**config.mk**
```make
export PLATFORM = sky130hd
export DESIGN_NAME = req_arbiter4
export DESIGN_NICKNAME = d
export VERILOG_FILES = /design/src/rtl/arb_pkg.sv /design/src/rtl/arb_prio_enc.sv /design/src/rtl/req_arbiter4.sv
export SDC_FILE = /design/constraint.sdc
export NUM_CORES = 1
export LEC_CHECK = 0
export CAP_MARGIN = 20
export CORE_AREA = 2 2 46 48
export DETAILED_ROUTE_END_ITERATION = 16
export DIE_AREA = 0 0 48 50
export HOLD_SLACK_MARGIN = 0.06
export PLACE_DENSITY_LB_ADDON = 0.25
export SLEW_MARGIN = 25
export SYNTH_ARGS = -nofsm -noshare
export SYNTH_HDL_FRONTEND = slang
export SYNTH_HIERARCHICAL = 1
export SYNTH_SLANG_ARGS = --single-unit
```
**constraint.sdc**
```tcl
create_clock -name clk -period 2.4 [get_ports clk]
set_input_delay 0.6 -clock clk [delete_from_list [all_inputs] [get_ports clk]]
set_output_delay 0.6 -clock clk [all_outputs]
set_load 0.02 [all_outputs]
```
**src/rtl/arb_pkg.sv**
```systemverilog
// Shared types, constants and helpers for the four-requester arbiter.
// Consumed by req_arbiter4 and arb_prio_enc via import arb_pkg::*.
package arb_pkg;

    localparam int N_REQ = 4;
    localparam int ID_W  = 2;

    typedef enum logic {
        IDLE  = 1'b0,
        GRANT = 1'b1
    } state_e;

    function automatic logic [N_REQ-1:0] onehot4(input logic [ID_W-1:0] id);
        onehot4 = 4'b0001 << id;
    endfunction

endpackage

```
**src/rtl/arb_prio_enc.sv**
```systemverilog
// Combinational 4-to-2 priority encoder, highest index wins after rotating
// the vector by rot; rot=0 gives fixed priority 3>2>1>0.
module arb_prio_enc
    import arb_pkg::*;
(
    input  logic [N_REQ-1:0] vec,
    input  logic [ID_W-1:0]  rot,
    output logic [ID_W-1:0]  idx,
    output logic             any
);

    logic [N_REQ-1:0] rotated;
    logic [ID_W-1:0]  pos;

    always_comb begin
        rotated = '0;
        pos     = '0;
        // Position j holds requester (j+rot) mod 4, so requester rot-1 lands on top.
        for (int j = 0; j < N_REQ; j++) begin
            rotated[j] = vec[ID_W'(j) + rot];
        end
        for (int j = 0; j < N_REQ; j++) begin
            if (rotated[j]) begin
                pos = ID_W'(j);
            end
        end
        idx = pos + rot;
        any = |vec;
    end

endmodule

```
**src/rtl/req_arbiter4.sv**
```systemverilog
// Four-requester arbiter with grant locking, MAX_HOLD force-release and mask.
// Define REQ_ARBITER4_ROUND_ROBIN_EN to rotate priority after every grant.
module req_arbiter4
    import arb_pkg::*;
#(
    parameter  int MAX_HOLD = 16,
    localparam int CNT_W    = $clog2(MAX_HOLD)
) (
    input  logic             clk,
    input  logic             rst,
    input  logic [N_REQ-1:0] req,
    output logic [N_REQ-1:0] gnt,
    output logic [ID_W-1:0]  gnt_id,
    output logic             gnt_valid,
    output logic             timeout
);

    state_e           state_q, state_d;
    logic [CNT_W-1:0] hold_cnt_q, hold_cnt_d;
    logic [N_REQ-1:0] mask_q, mask_d;
    logic [ID_W-1:0]  last_id_q, last_id_d;
    logic [N_REQ-1:0] gnt_q, gnt_d;
    logic [ID_W-1:0]  gnt_id_q, gnt_id_d;
    logic             gnt_valid_q, gnt_valid_d;
    logic             timeout_q, timeout_d;

    logic [N_REQ-1:0] eligible;
    logic [N_REQ-1:0] cand;
    logic [ID_W-1:0]  rot;
    logic [ID_W-1:0]  win_id;
    logic             win_any;

    always_comb begin
        eligible = req & ~mask_q;
        // The mask only steers between competitors; a lone requester still wins.
        cand     = (eligible == '0) ? req : eligible;
`ifdef REQ_ARBITER4_ROUND_ROBIN_EN
        rot      = last_id_q;
`else
        rot      = '0;
`endif
    end

    arb_prio_enc u_prio_enc (
        .vec (cand),
        .rot (rot),
        .idx (win_id),
        .any (win_any)
    );

    always_ff @(posedge clk or posedge rst) begin
        if (rst) begin
            state_q     <= IDLE;
            hold_cnt_q  <= '0;
            mask_q      <= '0;
            last_id_q   <= '0;
            gnt_q       <= '0;
            gnt_id_q    <= '0;
            gnt_valid_q <= 1'b0;
            timeout_q   <= 1'b0;
        end else begin
            state_q     <= state_d;
            hold_cnt_q  <= hold_cnt_d;
            mask_q      <= mask_d;
            last_id_q   <= last_id_d;
            gnt_q       <= gnt_d;
            gnt_id_q    <= gnt_id_d;
            gnt_valid_q <= gnt_valid_d;
            timeout_q   <= timeout_d;
        end
    end

    always_comb begin
        state_d     = state_q;
        hold_cnt_d  = hold_cnt_q;
        mask_d      = mask_q;
        last_id_d   = last_id_q;
        gnt_d       = gnt_q;
        gnt_id_d    = gnt_id_q;
        gnt_valid_d = gnt_valid_q;
        timeout_d   = 1'b0;
        unique case (state_q)
            IDLE: begin
                gnt_d       = '0;
                gnt_id_d    = '0;
                gnt_valid_d = 1'b0;
                if (win_any) begin
                    gnt_d       = onehot4(win_id);
                    gnt_id_d    = win_id;
                    gnt_valid_d = 1'b1;
                    hold_cnt_d  = '0;
                    mask_d      = '0;
                    state_d     = GRANT;
`ifdef REQ_ARBITER4_ROUND_ROBIN_EN
                    last_id_d   = win_id;
`endif
                end
            end
            GRANT: begin
                hold_cnt_d = hold_cnt_q + CNT_W'(1);
                // A release in the limit cycle wins over the timeout.
                if (!req[gnt_id_q]) begin
                    gnt_d       = '0;
                    gnt_id_d    = '0;
                    gnt_valid_d = 1'b0;
                    state_d     = IDLE;
                end else if (hold_cnt_q == CNT_W'(MAX_HOLD - 1)) begin
                    gnt_d       = '0;
                    gnt_id_d    = '0;
                    gnt_valid_d = 1'b0;
                    timeout_d   = 1'b1;
                    mask_d      = onehot4(gnt_id_q);
                    last_id_d   = gnt_id_q;
                    state_d     = IDLE;
                end
            end
            default: begin
                state_d = IDLE;
            end
        endcase
    end

    always_comb begin
        gnt       = gnt_q;
        gnt_id    = gnt_id_q;
        gnt_valid = gnt_valid_q;
        timeout   = timeout_q;
    end

endmodule

```
# Word-level counts from Yosys, hierarchy flattened
# Cells that the tools add are included.
dict set report totals {
  reg_bits 17
  latchBits 0
  ram_bits 0
  rom_bits 0
  input_bits 6
  output_inout_bits 8
  memories 0
}
dict set report op_classes {
  addsub 1
  n_mul 0
  n_div 0
  order_cmp 1
  n_eq_ne 5
  n_shift 2
  mux 29
  bitwise_logic 3
  reduce_logical 3
}
# operator n
set ops {}
lappend ops {{two-way mux 4 bit} 7}
lappend ops {{case mux 4 bit (2 select lines)} 3}
lappend ops {{two-way mux 1 bit} 10}
lappend ops {{two-way mux 2 bit} 5}
lappend ops {{<< shifter 1 x 2 -> 4 bit, first input constant} 2}
lappend ops {{!= test 2 x 1 -> 1 bit, second input constant} 3}
lappend ops {{adder 4 x 1 -> 4 bit, second input constant} 1}
lappend ops {{AND 4 bit} 1}
lappend ops {{== test 4 bit, second input constant} 1}
lappend ops {{logical NOT 4 bit} 1}
lappend ops {{inverter 4 bit} 1}
lappend ops {{case mux 1 bit (2 select lines)} 2}
lappend ops {{case mux 2 bit (2 select lines)} 1}
lappend ops {{OR reduction 4 bit} 1}
lappend ops {{< comparator 2 x 3 -> 1 bit, second input constant} 1}
lappend ops {{!= test 3 x 2 -> 1 bit, second input constant} 1}
lappend ops {{AND reduction 3 bit} 1}
lappend ops {{binary-select mux 1 bit (select 2 bit)} 1}
lappend ops {{inverter 1 bit} 1}

# Depth between registers and ports, before layout
dict set report logic_depth {
  ltp_word 10
  mapped_depth 11
}

# Modules after synthesis
# Netlist, hierarchy kept.
# module n_inst cells_each area_each_um2 seq_area_each_um2
set by_module_without_submodules {}
lappend by_module_without_submodules {req_arbiter4 1 76 818.3 425.4}
lappend by_module_without_submodules {arb_prio_enc 1 17 120.1 0.0}

# Worst setup path after synthesis
# OpenSTA, ideal clock, no wires.
dict set report synth_path {
  path_type {input-to-reg}
  start {input req[2]}
  end {register gnt_q[3] (netlist: gnt[3])}
  setup_ns 0.121
  arrival_ns 2.035
  required_ns 2.279
  path_slack_ns 0.244
  path_stages 6
  cell_sequence {inv_1 o2111ai_1 a21boi_0 or4_1 nor2b_1 a32o_2}
}
# element line
set synth_lines {}
lappend synth_lines {{start, declared} req_arbiter4.sv:11} ;# input logic [N_REQ-1:0] req,
lappend synth_lines {{AND 4 bit} req_arbiter4.sv:34} ;# eligible = req & ~mask_q;
lappend synth_lines {{logical NOT 4 bit} req_arbiter4.sv:36} ;# cand = (eligible == '0) ? req : eligible;
lappend synth_lines {{two-way mux 4 bit} req_arbiter4.sv:36}
lappend synth_lines {{named net cand[0]} req_arbiter4.sv:28} ;# logic [N_REQ-1:0] cand;
lappend synth_lines {{OR reduction 4 bit} arb_prio_enc.sv:28} ;# any = |vec;
lappend synth_lines {{named net win_any} req_arbiter4.sv:31} ;# logic win_any;
lappend synth_lines {{two-way mux 4 bit} req_arbiter4.sv:87} ;# if (win_any) begin
lappend synth_lines {{case mux 4 bit (2 select lines)} req_arbiter4.sv:82} ;# unique case (state_q)
lappend synth_lines {{end signal, assigned} req_arbiter4.sv:66} ;# gnt_q <= gnt_d;
lappend synth_lines {{end, declared} req_arbiter4.sv:22} ;# logic [N_REQ-1:0] gnt_q, gnt_d;
# The timed path passes the listed nets, and every way through them passes these cells. The select of a mux whose other input is x is not followed.
# A chain may end at the register's enable or synchronous reset.

# Final worst setup path
# Ends and elaborated chain as after synthesis.

==> metrics.yaml <==
power:
  power_density_mw_per_mm2: 836.9
  irDropWorstVdd_uv: 635.0
  p_total_mw: 1.119
  power.leakage_nw: 0.6066
logic_synthesis:
  synth_fa_ha_area_share_pct: 2.667
  synth.top_cell.area_share_pct: 45.33
  synth_seq_area_share_pct: 45.33
  synth.mux.area_fraction_pct: 8.000
  synth_compound_area_share_pct: 18.53
  yosys-top-cells-count: "dfrtp_1, nand2_1, nand2b_1, o21ai_0, inv_1"
  postSynthAreaPerCell_um2: 10.09
  synthArstFlopShare_pct: 100.0
  syn_inst: 93
  synth_top_family_by_area: "simple AND/OR/NAND/NOR gates"
  synth.distinct_cells: 33
  syn_area_um2: 938.4
  synthTopCellsByArea: "dfrtp_1, nand2b_1, mux2i_1"
  synthXorXnorAreaFrac_pct: 1.867
  synth-edff-count: 0
  synthFlopType: "dfrtp_1"
  yosys.cell_count.top_type: "dfrtp_1"
  synth_seq_cells: 17
  synthSimpleGateAreaFrac_pct: 19.60
  synth_warnings: 6
  synth_top_area_cell: "dfrtp_1"
routing:
  ant_nets: 0
  via_per_inst: 5.253
  drc: 0
  first_iter_violations: 15
  drt-pass1-iter-count: 4
  drt-total-wl_um: 2225
  vias: 830
  wl_per_cell_um: 14.08
critical_path:
  reg2reg_depth: 6
  cp-startpoint: "req[2]"
  cp.arrival_ps: 2550
  r2r-end: "gnt[3]"
  rrSetupSlack_ps: 380
  start_kind: "input port"
  end_kind: "flip-flop"
  critical_path_class: "in2reg"
  cp_max_fo: 5
  r2r_start: "mask_q[1]"
  required_ps: 2590
cts:
  holdBufCountCts: 0
  cts_buffers: 3
  clock_path_buffers: 2
  clk_pin_slew_ps: 100
  clock_latency_ps: 290
  h-tree-depth: 1
  cts.sinks: 17
  cts_root_buf: "clkbuf_4"
  cts_tree: "yes"
sta:
  tightest_slew_ps: 651.7
  finalCritPeriodShare_pct: 98.42
  fin_crit_ps: 2362
  setup_viol: 0
  finalWorstSetupSlack_ps: 38.00
  skew_ps: 0.9186
  hold_viol_final: 0
  fmax_mhz: 423.4
  slew_violations: 0
  finalSetupTns_ps: 0
  grt_setup_unrepaired: "no"
  holdWs_ps: 494.5
  slew_headroom_pct: 56.51
status:
  status: "complete, no violations"
cells_and_area:
  nFillCells: 145
  finalNetCount: 140
  drive_gt1_share_pct: 28.24
  diodes: 0
  final_cells: 158
  area_delta_synth_final_pct: 42.53
  final_area_mm2: 0.001338
  fin_util_pct: 70.33
place:
  place_hpwl_um: 1517
  pre_cts_ws_ps: -365.3
  gp_congestion: 0.8237
  place_area_mm2: 0.001215
  portBuffers: 13
  placed_cells: 153
hold_path:
  hold-path-cell-count: 1
  holdPathEnd: "gnt_valid"
  hold_path.class: "reg2reg"
  min-delay-start: "gnt_valid"
floorplan:
  die_w_um: 48
  core_area_mm2: 0.001902
  dieHeight_um: 50
  die_area_mm2: 0.002400
  ios: 14
  num_rows: 16
  start_util_pct: 49.34
grt:
  gr-total-overflow: 0
  grt_pass1_vias: 839
  grt_pass1_wl_um: 3477
  grt_antenna_before_repair: 0
  grt_usage_pct: 20.48
  grt_start_max_net_pins: 18
flow_run:
  cap_violations: 0
power breakdown:
part           internal (mW)  switching (mW)  total (mW)  leakage [nW]
sequential             0.366           0.110       0.476         0.225
combinational          0.264           0.226       0.489         0.367
clock                 0.0646          0.0893       0.154        0.0150
worst max-delay path, cell delays in order:
cell,delay [ps]
clkdlybuf4s50_1,510
inv_2,70
o2111ai_4,250
a21boi_2,100
or4_4,580
nor2b_4,170
a32o_2,280
layout make-up:
type                       instances  area, um2  share of cell area (%)
timing repair buffer              26      227.7                   17.03
multi-input combinational         79      605.6                   45.28
sequential                        17      425.4                   31.81
clock buffer                       4      26.28                   1.964
inverter                           5      18.77                   1.403
tap                               27      33.78                   2.526
kinds of logic (layout without fill, tap and decap cells):
logic type | after synthesis | in the layout
compound gates | 25 | 25
xor+xnor | 2 | 2
fa+ha+maj | 2 | 2
buf+inv | 7 | 35
flops | 17 | 17
mux | 6 | 6
other cells | 1 | 11
simple gates | 33 | 33
repair_timing:
item | in CTS | in global routing
setup buffers | 0 | 1
resized for setup | 3 | 18
pin swaps | 1 | 6
setup endpoints to repair | 11 | 14
cloned | 0 | 0
worst max-delay path by stage:
stage	endpoint	slack, ps	cells after the start
4_1_cts	gnt[1]	20	7
3_3_place_gp	gnt[3]	-290	7
3_5_place_dp	gnt[3]	-370	7
2_1_floorplan	gnt[3]	240	6
5_1_grt	hold_cnt_q[3]	10	9
6_report	gnt[3]	40	7
layout by cell type, fill, tap and decap left out, types with 2 or more instances in the layout:
cell / synthesis / final
dfrtp_1: 17 / 17
clkdlybuf4s50_1: 0 / 13
buf_4: 0 / 13
conb_1: 1 / 11
nand2_1: 8 / 8
o21ai_0: 6 / 6
nand2b_1: 6 / 5
inv_1: 5 / 4
nand3_1: 4 / 4
a21boi_2: 0 / 3
a22o_1: 3 / 3
a21oi_1: 4 / 3
mux2i_1: 3 / 3
clkbuf_4: 0 / 3
nand4b_1: 2 / 2
mux2_2: 2 / 2
nand4_1: 2 / 2
a32o_2: 2 / 2
nor2_2: 0 / 2
o22ai_2: 0 / 2
xnor2_1: 2 / 2
flip-flops by register name (all words and copies together), names as in the netlist:
register,flops
gnt_valid,1
gnt_id,2
mask_q,4
timeout,1
gnt,4
hold_cnt_q,4
state_q,1
layer usage:
metal | up-vias | part of all wire (%) | track usage (%)
li1 | 404 | - | -
met1 | 402 | 44 | 23.94
met2 | 20 | 51 | 33.56
met3 | 4 | 3.1 | 4.029
met4 | 0 | 1.4 | 10.81
met5 | - | 0 | 0
No activity file was read; power rests on OpenSTA's default activity.
==> RTL change 1 (same settings) <==
The parameter `MAX_HOLD` goes from 16 to 32.
--- a/src/rtl/req_arbiter4.sv
+++ b/src/rtl/req_arbiter4.sv
@@ -4,5 +4,5 @@
     import arb_pkg::*;
 #(
-    parameter  int MAX_HOLD = 16,
+    parameter  int MAX_HOLD = 32,
     localparam int CNT_W    = $clog2(MAX_HOLD)
 ) (
Function: same outputs for any inputs over 10 cycles, from zero or initial values and one cycle with rst high; that may be too few to reach the edited logic, so the function may still have changed.
==> RTL change 1 against the original RTL <==
Via count up 2.3%; die area stayed put; design area grew 6.8%; synthesized area up 6.7%; total power up 8.0%; non-clock buffer count is 2 lower; sequential cell count increased by 1; wire length is 2.5% higher; worst setup slack got worse by 0.030 ns; first-iteration DRC count decreased by 13%; critical path type unchanged; largest power group unchanged; highest routed layer is now met3.
==> RTL change 1: results (changes against the original RTL) <==
- The leakage component of the power is 0.684 nW (+13%).
- First-iteration detailed-routing DRC count: 13 (-2)
- Relative to the synthesized area, the layout overhead comes to 42.7%.
- The overall global routing resource usage was 0.215 (+0.0104).
- The run finished with clean final reports.
- Fraction of layout instances using a drive strength above 1: 0.287 (+0.00432)
* Uppermost metal layer occupied by signal nets: met3
- Synth top cells by count: sky130_fd_sc_hd__dfrtp_1, sky130_fd_sc_hd__nand2_1, sky130_fd_sc_hd__mux2i_1, sky130_fd_sc_hd__nand2b_1, sky130_fd_sc_hd__inv_1
- Setup skew after layout: 0.0106 ns (+0.00964 ns)
* Post-layout nets: 146 (+4.3%)
- The detailed placer's ending HPWL is 1.50 mm (-1.1%).
- The met3 usage in global routing was 0.0659 (+0.0256).
- The biggest cell delay along the critical path came to 0.55 ns (-0.03 ns).
- Portion of the post-synthesis area used by sequential elements: 0.450 (-0.00333)
- The final critical delay including setup and external delays is 2.39 ns (+0.0297 ns).
- The number of multi-input logic gates came to 84 (+6.3%).
* WL met2: 1.23 mm (+7.4%)
- The wire length of the first global-routing pass is 3.69 mm (+6.2%).
* Post-synthesis cell count: 100 (+7.5%)
- Storage element area: 450 µm² (+5.9%)
- Biggest area contributors in the synthesized netlist: sky130_fd_sc_hd__dfrtp_1, sky130_fd_sc_hd__mux2i_1, sky130_fd_sc_hd__nand2b_1, sky130_fd_sc_hd__nand2_1, sky130_fd_sc_hd__ha_1
* Number of ordinary inverters in the final layout: 6 (+1)
- Peak ir drop on the vdd network: 1.03 mV (+62%)
* Layout fillers: 124 (-14%)
* ClkCell Share: 0.0254 (+0.00575)
- Count of distinct cell types in the synthesized netlist: 34 (+3.0%)
- The final weighted congestion in routability-driven placement came to 0.770 (-6.6%).
* #FFs+latches synth: 18 (+1)
- The count of buffers not belonging to the clock network in the layout is 24 (-7.7%).
- Average detailed-routed wire length per instance: 14.0 µm (-0.63%)
- GR Layer Usage met1: 0.269 (+0.0293)
* Arrival time reported for the critical path endpoint: 2.61 ns (+0.06 ns)
- Post-route non-filler standard cell count: 163 (+3.2%)
- The minimum hold slack came to 0.498 ns (+0.00397 ns).
* Met1 wire length: 972 µm (-0.82%)
* R2R Setup Slk: 0.31 ns (-0.07 ns)
- The average vias per placed instance was 5.21 (-0.85%).
- The multi-input combinational area share came to 0.472 (+0.0192).
## RTL change 1: worst paths after layout
path	startpoint	to	cells after the start
worst max-delay path	req[3]	mask_q[3]$_DFFE_PP0P_	10
worst min-delay path	gnt[2]$_DFFE_PP0P_	gnt[2]$_DFFE_PP0P_	1
worst max register to register	mask_q[1]$_DFFE_PP0P_	mask_q[3]$_DFFE_PP0P_	8
worst min register to register	gnt[2]$_DFFE_PP0P_	gnt[2]$_DFFE_PP0P_	1
max in group asynchronous	rst	hold_cnt_q[3]$_DFFE_PP0P_	2
min in group asynchronous	rst	state_q$_DFF_PP0_	2
## RTL change 1: kinds of logic after synthesis
| logic type | after synthesis | share of synthesized area |
|---|---|---|
| AOI/OAI and AO/OA | 25 | 0.181 |
| muxes | 9 | 0.0913 |
| buffers and inverters | 8 | 0.0375 |
| adders and majority gates | 3 | 0.0375 |
| xor gates and xnor gates | 3 | 0.0263 |
| other | 1 | 0.00375 |
| DFF | 18 | 0.450 |
| and+or+nand+nor | 33 | 0.173 |
## RTL change 1: power groups by stage
stage / Clock [mW] / Sequential [mW] / Combinational, mW
2_1_floorplan: 0 / 0.507 / 0.288
3_3_place_gp: 0 / 0.488 / 0.465
3_5_place_dp: 0 / 0.492 / 0.481
4_1_cts: 0.186 / 0.495 / 0.499
5_1_grt: 0.209 / 0.510 / 0.584
6_report: 0.184 / 0.496 / 0.529
## RTL change 1: critical path: cells and delay by family
kind | cells | cell delay (ns)
buf+inv | 3 | 0.72
compound gates | 3 | 0.39
simple gates | 3 | 0.75
mux | 1 | 0.16
## RTL change 1: what timing repair did
item | 4_1_cts | 5_1_grt
setup endpoints to repair | 16 | 14
resized for setup | 12 | 15
buffers inserted | 0 | 4
pin swaps | 2 | 4
==> RTL change 2 (same settings) <==
Made on the original files. Register the output `timeout`, with the module's reset; this adds one clock of latency there. The other outputs are not delayed to match. Comments in the files are not updated.
--- a/src/rtl/req_arbiter4.sv
+++ b/src/rtl/req_arbiter4.sv
@@ -15,4 +15,6 @@
     output logic             timeout
 );
+
+    logic timeout_c;
 
     state_e           state_q, state_d;
@@ -125,5 +127,13 @@
         gnt_id    = gnt_id_q;
         gnt_valid = gnt_valid_q;
-        timeout   = timeout_q;
+        timeout_c = timeout_q;
+    end
+
+    always_ff @(posedge clk or posedge rst) begin
+        if (rst) begin
+            timeout <= '0;
+        end else begin
+            timeout <= timeout_c;
+        end
     end
 
Function: no difference found for any inputs over 10 cycles, from zero or initial values and one cycle with rst high; that may be too few to reach the edited logic, so the function may still have changed.
==> RTL change 2 against the original RTL <==
Synthesized area grew 5.9%; worst setup slack improved by 0.035 ns; global-route usage fell by 1.4 points; sequential share of layout area increased by 2.0 points; wire length decreased by 12%; total power is 2.1% higher; non-clock buffer count shrank 3; sequential cell count grew 1; first-iteration DRC count down 47%; design area down 0.28%; final cell count grew 1.3%; largest power group unchanged.
==> RTL change 2: results (changes against the original RTL) <==
- The run finished with clean final reports.
* Number of ordinary inverters in the final layout: 6 (+1)
- The most critical setup path has its startpoint at req[1].
- The ratio of cells with drive above 1 in the final layout came to 0.233 (-0.0494).
- DP Wirelength: 1.47 mm (-2.8%)
- The post-cts repair resize count was 4 (+1).
- The met3 usage in global routing was 0.0330 (-0.00733).
- Sorting the synthesized cells by how often they occur yields sky130_fd_sc_hd__dfrtp_1, sky130_fd_sc_hd__nand2_1, sky130_fd_sc_hd__mux2i_1.
- Number of cells on the worst hold path: 0 (-1)
- Reg clk slew, reported paths: 0.09 ns
- Aggregate routed wire length: 1.97 mm (-12%)
- Worst reg2reg startpoint: mask_q[3]$_DFFE_PP0P_
* Post-layout nets: 143 (+2.1%)
- The largest buffer count on any clock path is 2 (unchanged).
- The count of buffers not belonging to the clock network in the layout came to 23 (-12%).
* Number of placed instances with taps included: 156 (+2.0%)
- Highest attainable clock frequency: 0.430 GHz (+1.5%)
* Count of distinct cell types in the synthesized netlist: 36 (+9.1%)
* NonClk Buf Share: 0.158 (-0.0127)
* Post-CTS setup buffers: 1 (+1)
- Following the worst setup path forward leads to its endpoint at state_q$_DFF_PP0_.
- Seq Cell Count: 18 (+1)
- The met2 usage came to 0.304 (-0.0311).
- ClkCell Share: 0.0169 (-0.00276)
* Via count of the first global-routing pass: 783 (-6.7%)
* Sequential cell area share: 0.338 (+0.0197)
* Sink of the worst hold path: timeout$_DFF_PP0_
- The synthesized area per cell is 9.93 µm² (-1.5%).
- Portion of the post-synthesis area used by sequential elements: 0.453 (about the same)
* Peak ir drop on the vdd network: 0.671 mV (+5.7%)
* First-pass GRT wire length: 3.28 mm (-5.6%)
- The overall global routing resource usage was 0.191 (-0.0140).
- Net switching power: 0.425 mW (about the same)
- The global-route track usage on met1 came to 0.245 (+0.00585).
* Post-placement setup slack: -0.392 ns (-0.0269 ns)
- The final weighted congestion in routability-driven placement was 0.793 (-3.8%).
* Average detailed-routed wire length per instance: 12.3 µm (-13%)
* Worst hold-check slack: 0.362 ns (-0.132 ns)
* Count of input and output buffers: 13 (unchanged)
- The average vias per placed instance was 5.06 (-3.7%).
- Met1 wire length: 895 µm (-8.7%)
* Maximum number of pins on one net before global-route repair: 19 (+1)
* Setup skew after layout: 0.00289 ns (+0.00197 ns)
- The headroom to the max-slew limit came to 0.557 (-0.00842).
- Routed wl met3: 58 µm (-15%)
- Biggest area contributors in the synthesized netlist: sky130_fd_sc_hd__dfrtp_1, sky130_fd_sc_hd__mux2i_1, sky130_fd_sc_hd__nand2_1, sky130_fd_sc_hd__nand2b_1, sky130_fd_sc_hd__a21oi_1
- Layout fillers: 140 (-3.4%)
- The starting DRC count in detailed routing came to 8 (-7).
* Count of H-tree levels built during CTS: 1 (unchanged)
- The startpoint identified for the worst hold timing path is timeout_c$_DFF_PP0_.
- Area of the multi-input gates: 594 µm² (-1.9%)
RTL change 2: cell count changes after synthesis, sizes merged, moves of 2 or more:
cell | before | now
a22o | 3 | 1
nand4b | 2 | 0
mux2i | 3 | 9
a21o | 2 | 4
nand2 | 8 | 12
o21ai | 6 | 3
RTL change 2: kinds of logic (layout without fill, tap and decap cells):
logic type                 Yosys count  in the layout  share of synthesized area
AOI/OAI and AO/OA                   22             22                      0.161
DFF                                 18             18                      0.453
buffers and inverters                9             32                     0.0491
muxes                               10             10                      0.102
other                                1             11                    0.00377
and+or+nand+nor                     36             36                      0.188
adders and majority gates            2              2                     0.0252
xor gates and xnor gates             2              2                     0.0176
RTL change 2: power by group through the flow:
| stage | registers, mW | logic [mW] | clock network (mW) |
|---|---|---|---|
| floorplan | 0.501 | 0.282 | 0 |
| global placement | 0.481 | 0.466 | 0 |
| detailed placement | 0.485 | 0.470 | 0 |
| CTS | 0.484 | 0.492 | 0.150 |
| global route | 0.500 | 0.563 | 0.161 |
| finish | 0.487 | 0.512 | 0.144 |
